$ cat config.mk
export PLATFORM = sky130hd
export DESIGN_NAME = load_store_unit
export DESIGN_NICKNAME = d
export VERILOG_FILES = /design/src/rtl/load_store_unit.sv
export SDC_FILE = /design/constraint.sdc
export NUM_CORES = 1
export LEC_CHECK = 0
export ABC_AREA = 1
export CORE_UTILIZATION = 32
export CTS_CLUSTER_DIAMETER = 150
export DETAILED_ROUTE_END_ITERATION = 10
export GPL_TIMING_DRIVEN = 0
export MAX_ROUTING_LAYER = met4
export PLACE_DENSITY = 0.84
export RECOVER_POWER = 50
export SYNTH_ARGS = -nofsm -noshare
export SYNTH_HDL_FRONTEND = slang
export SYNTH_SLANG_ARGS = --single-unit
$ cat constraint.sdc
create_clock -name clk_i -period 1.8 [get_ports clk_i]
set_input_delay 0.36 -clock clk_i [delete_from_list [all_inputs] [get_ports clk_i]]
set_output_delay 0.36 -clock clk_i [all_outputs]
set_load 0.03 [all_outputs]
$ cat src/rtl/load_store_unit.sv
// load_store_unit: two-cycle load/store issue with byte-lane steering and load extension.
// Define LSU_MISALIGN_CHECK_EN to reject misaligned H/W accesses via lsu_misalign_o.
module load_store_unit (
  input  logic        clk_i,
  input  logic        rst_i,
  input  logic        lsu_req_i,
  input  logic        lsu_we_i,
  input  logic [2:0]  lsu_size_i,
  input  logic [31:0] lsu_addr_i,
  input  logic [31:0] lsu_data_i,
  output logic [31:0] lsu_data_o,
  output logic        lsu_stall_req_o,
`ifdef LSU_MISALIGN_CHECK_EN
  output logic        lsu_misalign_o,
`endif
  output logic        data_req_o,
  output logic        data_we_o,
  output logic [31:0] data_addr_o,
  output logic [3:0]  data_be_o,
  output logic [31:0] data_wdata_o,
  input  logic [31:0] data_rdata_i
);
  typedef enum logic {IDLE, WAIT} state_t;
  state_t state, state_nx;
  logic [2:0] size_q;
  logic [1:0] off_q;
  logic we_q;
  logic legal, misalign, go;
  logic [7:0] byte_v;
  logic [15:0] half_v;
  assign legal = (lsu_size_i[1:0] != 2'd3) && !(lsu_size_i[2] && lsu_size_i[1]);
`ifdef LSU_MISALIGN_CHECK_EN
  assign misalign = (lsu_size_i[1:0] == 2'd1 && lsu_addr_i[0]) ||
                    (lsu_size_i[1:0] == 2'd2 && lsu_addr_i[1:0] != 2'd0);
  assign lsu_misalign_o = !rst_i && state == IDLE && lsu_req_i && legal && misalign;
`else
  assign misalign = 1'b0;
`endif
  assign go = !rst_i && state == IDLE && lsu_req_i && legal && !misalign;
  always_ff @(posedge clk_i) begin
    if (rst_i) begin
      state  <= IDLE;
      size_q <= '0;
      off_q  <= '0;
      we_q   <= 1'b0;
    end else begin
      state <= state_nx;
      if (go) begin
        size_q <= lsu_size_i;
        off_q  <= lsu_addr_i[1:0];
        we_q   <= lsu_we_i;
      end
    end
  end
  always_comb begin
    state_nx = go ? WAIT : IDLE;
  end
  always_comb begin
    data_req_o      = go;
    lsu_stall_req_o = go;
    data_we_o       = go && lsu_we_i;
    data_addr_o     = go ? {lsu_addr_i[31:2], 2'b00} : 32'd0;
    data_be_o       = !go ? 4'b0000 :
                      lsu_size_i[1:0] == 2'd0 ? 4'b0001 << lsu_addr_i[1:0] :
                      lsu_size_i[1:0] == 2'd1 ? (lsu_addr_i[1] ? 4'b1100 : 4'b0011) : 4'b1111;
    data_wdata_o    = !go ? 32'd0 :
                      lsu_size_i[1:0] == 2'd0 ? {4{lsu_data_i[7:0]}} :
                      lsu_size_i[1:0] == 2'd1 ? {2{lsu_data_i[15:0]}} : lsu_data_i;
    byte_v          = data_rdata_i[{off_q, 3'b000} +: 8];
    half_v          = off_q[1] ? data_rdata_i[31:16] : data_rdata_i[15:0];
    lsu_data_o      = (rst_i || state != WAIT || we_q) ? 32'd0 :
                      size_q[1:0] == 2'd0 ? {{24{byte_v[7] & ~size_q[2]}}, byte_v} :
                      size_q[1:0] == 2'd1 ? {{16{half_v[15] & ~size_q[2]}}, half_v} : data_rdata_i;
  end
endmodule

# Word level (Yosys, flattened, before mapping)
# Cells that the tools add are included.
totals:
  register_bits: 7
  input_bits: 103
  elab_cells: 38
  output_inout_bits: 103
classes:
  n_reduce_logical: 12
  muxes: 13
  shifts: 2
  bitwise_logic: 4
  eq_ne: 3
op_table:
  columns: ["op", "n"]
  rows:
  - ["32-bit 2-to-1 mux", 7]
  - ["32-bit by 6-bit variable part select with 8-bit output", 1]
  - ["16-bit 2-to-1 mux", 1]
  - ["4-bit 2-to-1 mux", 4]
  - ["1-bit logical AND", 6]
  - ["2-bit by 1-bit == test with 1-bit output (second input constant)", 2]
  - ["2-bit logical NOT", 2]
  - ["1-bit by 2-bit left shift with 4-bit output (first input constant)", 1]
  - ["1-bit AND", 2]
  - ["1-bit logical NOT", 2]
  - ["1-bit logical OR", 2]
  - ["2-bit != test (second input constant)", 1]
  - ["1-bit inverter", 2]
  - ["1-bit 2-to-1 mux", 1]

# Longest topological paths before layout
# Gate-level depths: netlist of the first run.
logic_depth:
  word_depth: 5
  depth_mapped: 10
  depth_no_buf: 8

# Worst setup path after synthesis of the first run
# Ideal clock, no wire load.
synth_timing:
  path_kind: "input port to output port"
  from: "input rst_i"
  to: "output data_be_o[2]"
  path_buffers: 1
  path_slack_ps: -195
  cell_stages: 6
  arrival_ps: 1635
  t_required_ps: 1440
  path_cell_list: "buf_6 > clkinv_1 > nand3_2 > nor2_4 > nand2_1 > o21ai_0"
synth_between:
  elab_chain_cells: 5
synth_rtl:
  columns: ["item", "line_no", "text"]
  rows:
  - ["start: declaration", "5", "input logic rst_i,"]
  - ["1-bit logical NOT", "39", "assign go = !rst_i && state == IDLE && lsu_req_i && legal && !misalign;"]
  - ["1-bit logical AND (3 in a row)", "39", null]
  - ["4-bit 2-to-1 mux", "63", "data_be_o = !go ? 4'b0000 :"]
  - ["end: declaration", "19", "output logic [3:0] data_be_o,"]
# No other way between the ends.

# Final worst setup path of the first run
layout_timing:
  from: "input data_rdata_i[23]"
  to: "output lsu_data_o[8]"
layout_between:
  elab_chain_cells: 4
layout_rtl:
  columns: ["item", "line_no", "text"]
  rows:
  - ["start: declaration", "21", "input logic [31:0] data_rdata_i"]
  - ["32-bit by 6-bit variable part select with 8-bit output", "69", "byte_v = data_rdata_i[{off_q, 3'b000} +: 8];"]
  - ["1-bit AND", "72", "size_q[1:0] == 2'd0 ? {{24{byte_v[7] & ~size_q[2]}}, byte_v} :"]
  - ["32-bit 2-to-1 mux", "72", null]
  - ["32-bit 2-to-1 mux", "71", "lsu_data_o = (rst_i || state != WAIT || we_q) ? 32'd0 :"]
  - ["end: declaration", "11", "output logic [31:0] lsu_data_o,"]
# No other way between the ends.

==> results of run 1 <==
-- path summary, 6_finish.rpt --
check,start,to,cells after the start
setup / recovery,data_rdata_i[23],lsu_data_o[8],9
hold reg to reg,size_q[2],size_q[2],2
hold / removal,rst_i,size_q[1],2
setup reg to reg,state,off_q[0],11
-- where the power goes --
| group | switching [mW] | internal, mW |
|---|---|---|
| sequential | 0.00635 | 0.163 |
| clock | 0.0720 | 0.154 |
| combinational | 0.659 | 0.563 |
| total | 0.737 | 0.879 |
-- area by class of cell --
cell class	instances	area [um2]	area share
repair buffers	234	2390	0.437
well taps	80	100	0.0183
inverters	105	414	0.0757
flip-flops and latches	7	148	0.0270
plain buffers	28	322	0.0588
clock buffers	4	45.0	0.00824
multi-input cells	315	2050	0.375
-- critical path, delay by kind of cell --
family | cells | cell delay (ps)
and+or+nand+nor | 4 | 400
buffers and inverters | 4 | 630
AOI/OAI and AO/OA | 1 | 220
-- cell families (layout without fill, tap and decap cells) --
kind of cell	after synthesis	in the layout	share of synthesized area
other cells	1	2	0.00168
flops	7	7	0.0630
simple gates	214	214	0.403
compound gates	99	99	0.259
buf+inv	134	371	0.274
-- what timing repair did --
item                       CTS  global route
cloned                       4             3
hold endpoints to repair     0             0
setup buffers               20             8
pin swaps                   15            18
gates resized for setup    718           171
setup endpoints to repair  101            98
-- Yosys cell counts --
cell type	n	area [um2]
a21oi_1	26	130
a21oi_2	5	43.8
a21oi_4	1	16.3
buf_1	1	3.75
buf_2	9	45.0
buf_4	8	60.1
buf_6	8	90.1
clkbuf_1	3	11.3
clkinv_1	1	3.75
conb_1	1	3.75
dfxtp_1	7	140
inv_1	97	364
inv_2	6	22.5
inv_6	1	8.76
nand2_1	96	360
nand2_2	5	31.3
nand2_4	1	11.3
nand3_1	14	70.1
nand3_2	1	10.0
nor2_1	83	312
nor2_2	12	75.1
nor2_4	1	11.3
nor3_4	1	16.3
o211ai_1	20	150
o21ai_0	47	235
-- cell usage in the layout (no fill, tap or decap), drive strengths merged --
| master | synthesis | final |
|---|---|---|
| clkdlybuf4s50 | 0 | 86 |
| o21ai | 47 | 47 |
| dlygate4sd2 | 0 | 10 |
| nand3 | 15 | 15 |
| clkbuf | 3 | 16 |
| clkdlybuf4s15 | 0 | 1 |
| nor3 | 1 | 1 |
| inv | 104 | 103 |
| o211ai | 20 | 20 |
| a21oi | 32 | 32 |
| nor2 | 96 | 96 |
| conb | 1 | 2 |
| dfxtp | 7 | 7 |
| nand2 | 102 | 102 |
| dlymetal6s2s | 0 | 1 |
| buf | 26 | 152 |
| clkinv | 1 | 2 |
-- metrics by stage --
stage          power, mW  cell area [um2]
2_1_floorplan      0.680             2380
3_3_place_gp        1.11             4480
3_5_place_dp        1.12             4480
4_1_cts             1.46             4880
5_1_grt             1.69             5470
6_report            1.62             5470
-- per-layer routing --
metal,global-route usage,share of wire
met4,0.132,0.042
met5,-,0
met3,0.0418,0.080
met2,0.584,0.54
met1,0.301,0.34
-- state kept, by name, indices dropped and copies added (netlist names) --
register and flops:
off_q 2, size_q 3, state 1, we_q 1
==> results.json, run 1 <==
{
  "antennaDiodeCount": 0,
  "fillers": 469,
  "cellPowerDensity_nw_per_um2": 296,
  "endpoint_kind": "output pin",
  "die_h_um": 85.4,
  "min_period_ps": 1980,
  "grt_pass1_wl_um": 17200,
  "dieArea_um2": 7290,
  "reg2reg_slack_ps": 200,
  "holdWs_ps": 320,
  "synth_seq_area_share": 0.0630,
  "startpoint_type": "primary input",
  "final_max_slew_viol_count": 0,
  "io_pins": 206,
  "first_iter_violations": 220,
  "max_freq_mhz": 505,
  "start_util": 0.329,
  "setup_viol": 78,
  "port_buffers": 200,
  "yosysUniqueCellTypes": 25,
  "hold_viol": 0,
  "finalClockSkew_ps": 1.17,
  "drc_errors": 0,
  "core_um2": 6760,
  "worst_slack_ps": -180,
  "syn-cell-area_um2": 2230,
  "drive_gt1_frac": 0.417,
  "final_util": 0.809,
  "die_x_um": 85.4,
  "grt_remaining_overflow": 0,
  "cp_max_fo": 8,
  "route.antenna.remaining_nets": 0,
  "antenna_found_initial": 0,
  "period_share": 1.10,
  "clockBufferDepth": 2,
  "wl_per_cell_um": 16.2,
  "worstSetupPathType": "in2out",
  "fin_setup_tns_ps": -6840,
  "htree_levels": 1,
  "grt_max_degree": 11,
  "via_count": 3992,
  "grt_usage": 0.303,
  "drv_cap": 0,
  "cts.hold.buffers_added": 0,
  "grt_pass1_vias": 3811,
  "dpl_worst_slack_ps": -1050,
  "vdd_drop_max_mv": 0.186,
  "clkLatencyLatePin_ps": 230,
  "routed_wl_um": 12500,
  "cts_tree": "built",
  "violations": "negative setup slack",
  "finalWeightedCongestion": 0.935,
  "rsz0062_at_grt": "yes",
  "cp.arrival_ps": 1620,
  "critical-path-max-stage-delay_ps": 280,
  "ys_seq_elements": 7,
  "cts_sinks": 7,
  "leakagePower_nw": 2.70,
  "status": "complete, but fails checks",
  "area_growth_pct": 146,
  "cts.reportedPaths.clkPinSlew_ps": 40,
  "ys_warn_count": 0,
  "cts_buffers": 3,
  "synthCells": 455,
  "crit_chain": "dlygate4sd2_1 -> inv_1 -> nand2_1 -> nand3_2 -> nand2_2 -> buf_4 -> nand3_4 -> a21oi_2 -> buf_6",
  "drtPass1Iterations": 6,
  "instances_no_fill": 773,
  "viasPerCell": 5.16,
  "dp_hpwl_um": 8180,
  "cp.required_ps": 1440,
  "cp_slowest_cell": "dlygate4sd2_1",
  "place_inst": 736,
  "cts_root_buf": "clkbuf_8",
  "rows": 30,
  "final_nets": 797,
  "syn_area_per_cell_um2": 4.89,
  "hold_path_class": "in2reg"
}
(Power assumes the default switching activity.)
==> run 2: changes to the inputs <==
- CORE_ASPECT_RATIO: default -> 1.75
==> results.json, run 2 (synthesis gave the netlist of run 1 again) <==
{
  "status": "complete, but fails checks",
  "violations": "negative setup slack",
  "worstHoldStart": "rst_i",
  "hold_viol": 0,
  "final_nets": 792,
  "clkLatencyLatePin_ps": 230,
  "die_h_um": 112,
  "dp_hpwl_um": 9490,
  "grt_remaining_overflow": 0,
  "worstSetupPathType": "in2out",
  "start_util": 0.335,
  "seq_power_share": 0.101,
  "max_freq_mhz": 495,
  "clkPwrFrac": 0.224,
  "final_max_slew_viol_count": 0,
  "cp.required_ps": 1440,
  "final_area_um2": 5170,
  "via_count": 3927,
  "period_share": 1.12,
  "wl_per_cell_um": 16.9,
  "holdWs_ps": 321,
  "cts_tree": "built",
  "fin_setup_tns_ps": -10330,
  "reg2regPathDepth": 8,
  "rsz0062_at_grt": "yes",
  "cts_buffers": 3,
  "dieArea_um2": 7310,
  "route.antenna.remaining_nets": 0,
  "clockBufferDepth": 2,
  "cellPowerDensity_nw_per_um2": 328,
  "antennaDiodeCount": 0,
  "mostFrequentLayoutCells": "inv_1, nand2_1, clkdlybuf4s50_1",
  "drc_errors": 0,
  "final_common_cell": "inv_1",
  "vdd_drop_max_mv": 0.288,
  "rows": 39,
  "p_total_mw": 1.70,
  "grt_usage": 0.353,
  "grt_max_degree": 11,
  "power.internal_mw": 0.978,
  "grt_pass1_vias": 4000,
  "first_iter_violations": 271,
  "p_sw_frac": 0.423,
  "r2r-start": "state",
  "io_pins": 206,
  "reg_top3": "size_q (3), off_q (2)",
  "drtPass1Iterations": 5,
  "grt_pass1_wl_um": 19400,
  "min_to": "size_q[0]",
  "cts_sinks": 7,
  "htree_levels": 1,
  "setup_viol": 101,
  "drv_cap": 0,
  "largest_register_ffs": 3,
  "reg2reg_to": "we_q",
  "cp.arrival_ps": 1660,
  "cp_max_fo": 8,
  "power_switching_mw": 0.718,
  "core_um2": 6640,
  "die_x_um": 65.0,
  "area_growth_pct": 132,
  "port_buffers": 200,
  "antenna_found_initial": 0,
  "cts.hold.buffers_added": 0,
  "worst_slack_ps": -221,
  "cts.reportedPaths.clkPinSlew_ps": 30,
  "startpoint_type": "primary input",
  "hold_path_class": "in2reg",
  "endpoint_kind": "output pin",
  "cts_root_buf": "clkbuf_16",
  "finalClockSkew_ps": 1.78,
  "place_inst": 738,
  "min_period_ps": 2020,
  "viasPerCell": 5.10,
  "worstHoldPathCells": 2,
  "leakagePower_nw": 2.63,
  "dpl-instance-area_um2": 4480,
  "routed_wl_um": 13000,
  "reg2reg_slack_ps": 530,
  "drive_gt1_frac": 0.420,
  "instances_no_fill": 770,
  "pwr-share-comb": 0.675,
  "top_register": "size_q",
  "finalWeightedCongestion": 0.978
}
-- run 2: worst max-delay path, cell delays in order --
cell and delay, ps:
dlygate4sd2_1 270, inv_1 80, nand2_1 100, nand3_2 100, nand2_2 100, nand2_2 70
nand2_4 90, nand2_8 100, buf_16 170, nor2_4 90, buf_6 130
-- run 2: final cells by class --
| type | count | area, um2 |
|---|---|---|
| inverter | 105 | 428 |
| multi-input combinational | 315 | 1890 |
| clock buffer | 4 | 78.8 |
| sequential | 7 | 145 |
| tap | 82 | 103 |
| timing repair buffer | 228 | 2180 |
| buffer | 29 | 347 |
| fill | 544 | 1460 |
-- run 2: worst max path at each step --
stage | cells after the start | end | slack, ps | from
6_report | 11 | lsu_data_o[25] | -220 | data_rdata_i[23]
5_1_grt | 11 | lsu_data_o[29] | -280 | data_rdata_i[23]
4_1_cts | 11 | lsu_data_o[24] | -150 | off_q[1]
3_5_place_dp | 8 | lsu_data_o[11] | -1060 | data_rdata_i[23]
3_3_place_gp | 8 | lsu_data_o[14] | -1050 | data_rdata_i[23]
2_1_floorplan | 6 | data_be_o[2] | -200 | rst_i
-- run 2: stage by stage --
step / worst slack [ps] / utilization
detailed placement: -1060 / 0.676
global placement: -1050 / 0.676
CTS: -150 / 0.720
global route: -277 / 0.779
floorplan: -195 / -
finish: -221 / 0.779
-- run 2: repair_timing --
action | CTS | global route
gates resized for setup | 712 | 163
buffers inserted | 21 | 6
gates cloned | 3 | 0
pin swaps | 18 | 12
endpoints found under the setup margin | 101 | 101
-- run 2: routing by layer --
metal	vias up	global-route usage	wire length, um
met5	-	-	0
met4	0	0.133	695
met3	63	0.0752	1210
met2	256	0.670	6800
met1	1768	0.333	4270
li1	1840	-	-
-- run 2: power groups by stage --
| stage | clock network, mW | logic [mW] | registers [mW] |
|---|---|---|---|
| finish | 0.380 | 1.14 | 0.171 |
| global route | 0.387 | 1.21 | 0.171 |
| CTS | 0.380 | 1.04 | 0.170 |
| detailed placement | 0 | 0.968 | 0.170 |
| global placement | 0 | 0.959 | 0.169 |
| floorplan | 0 | 0.511 | 0.169 |
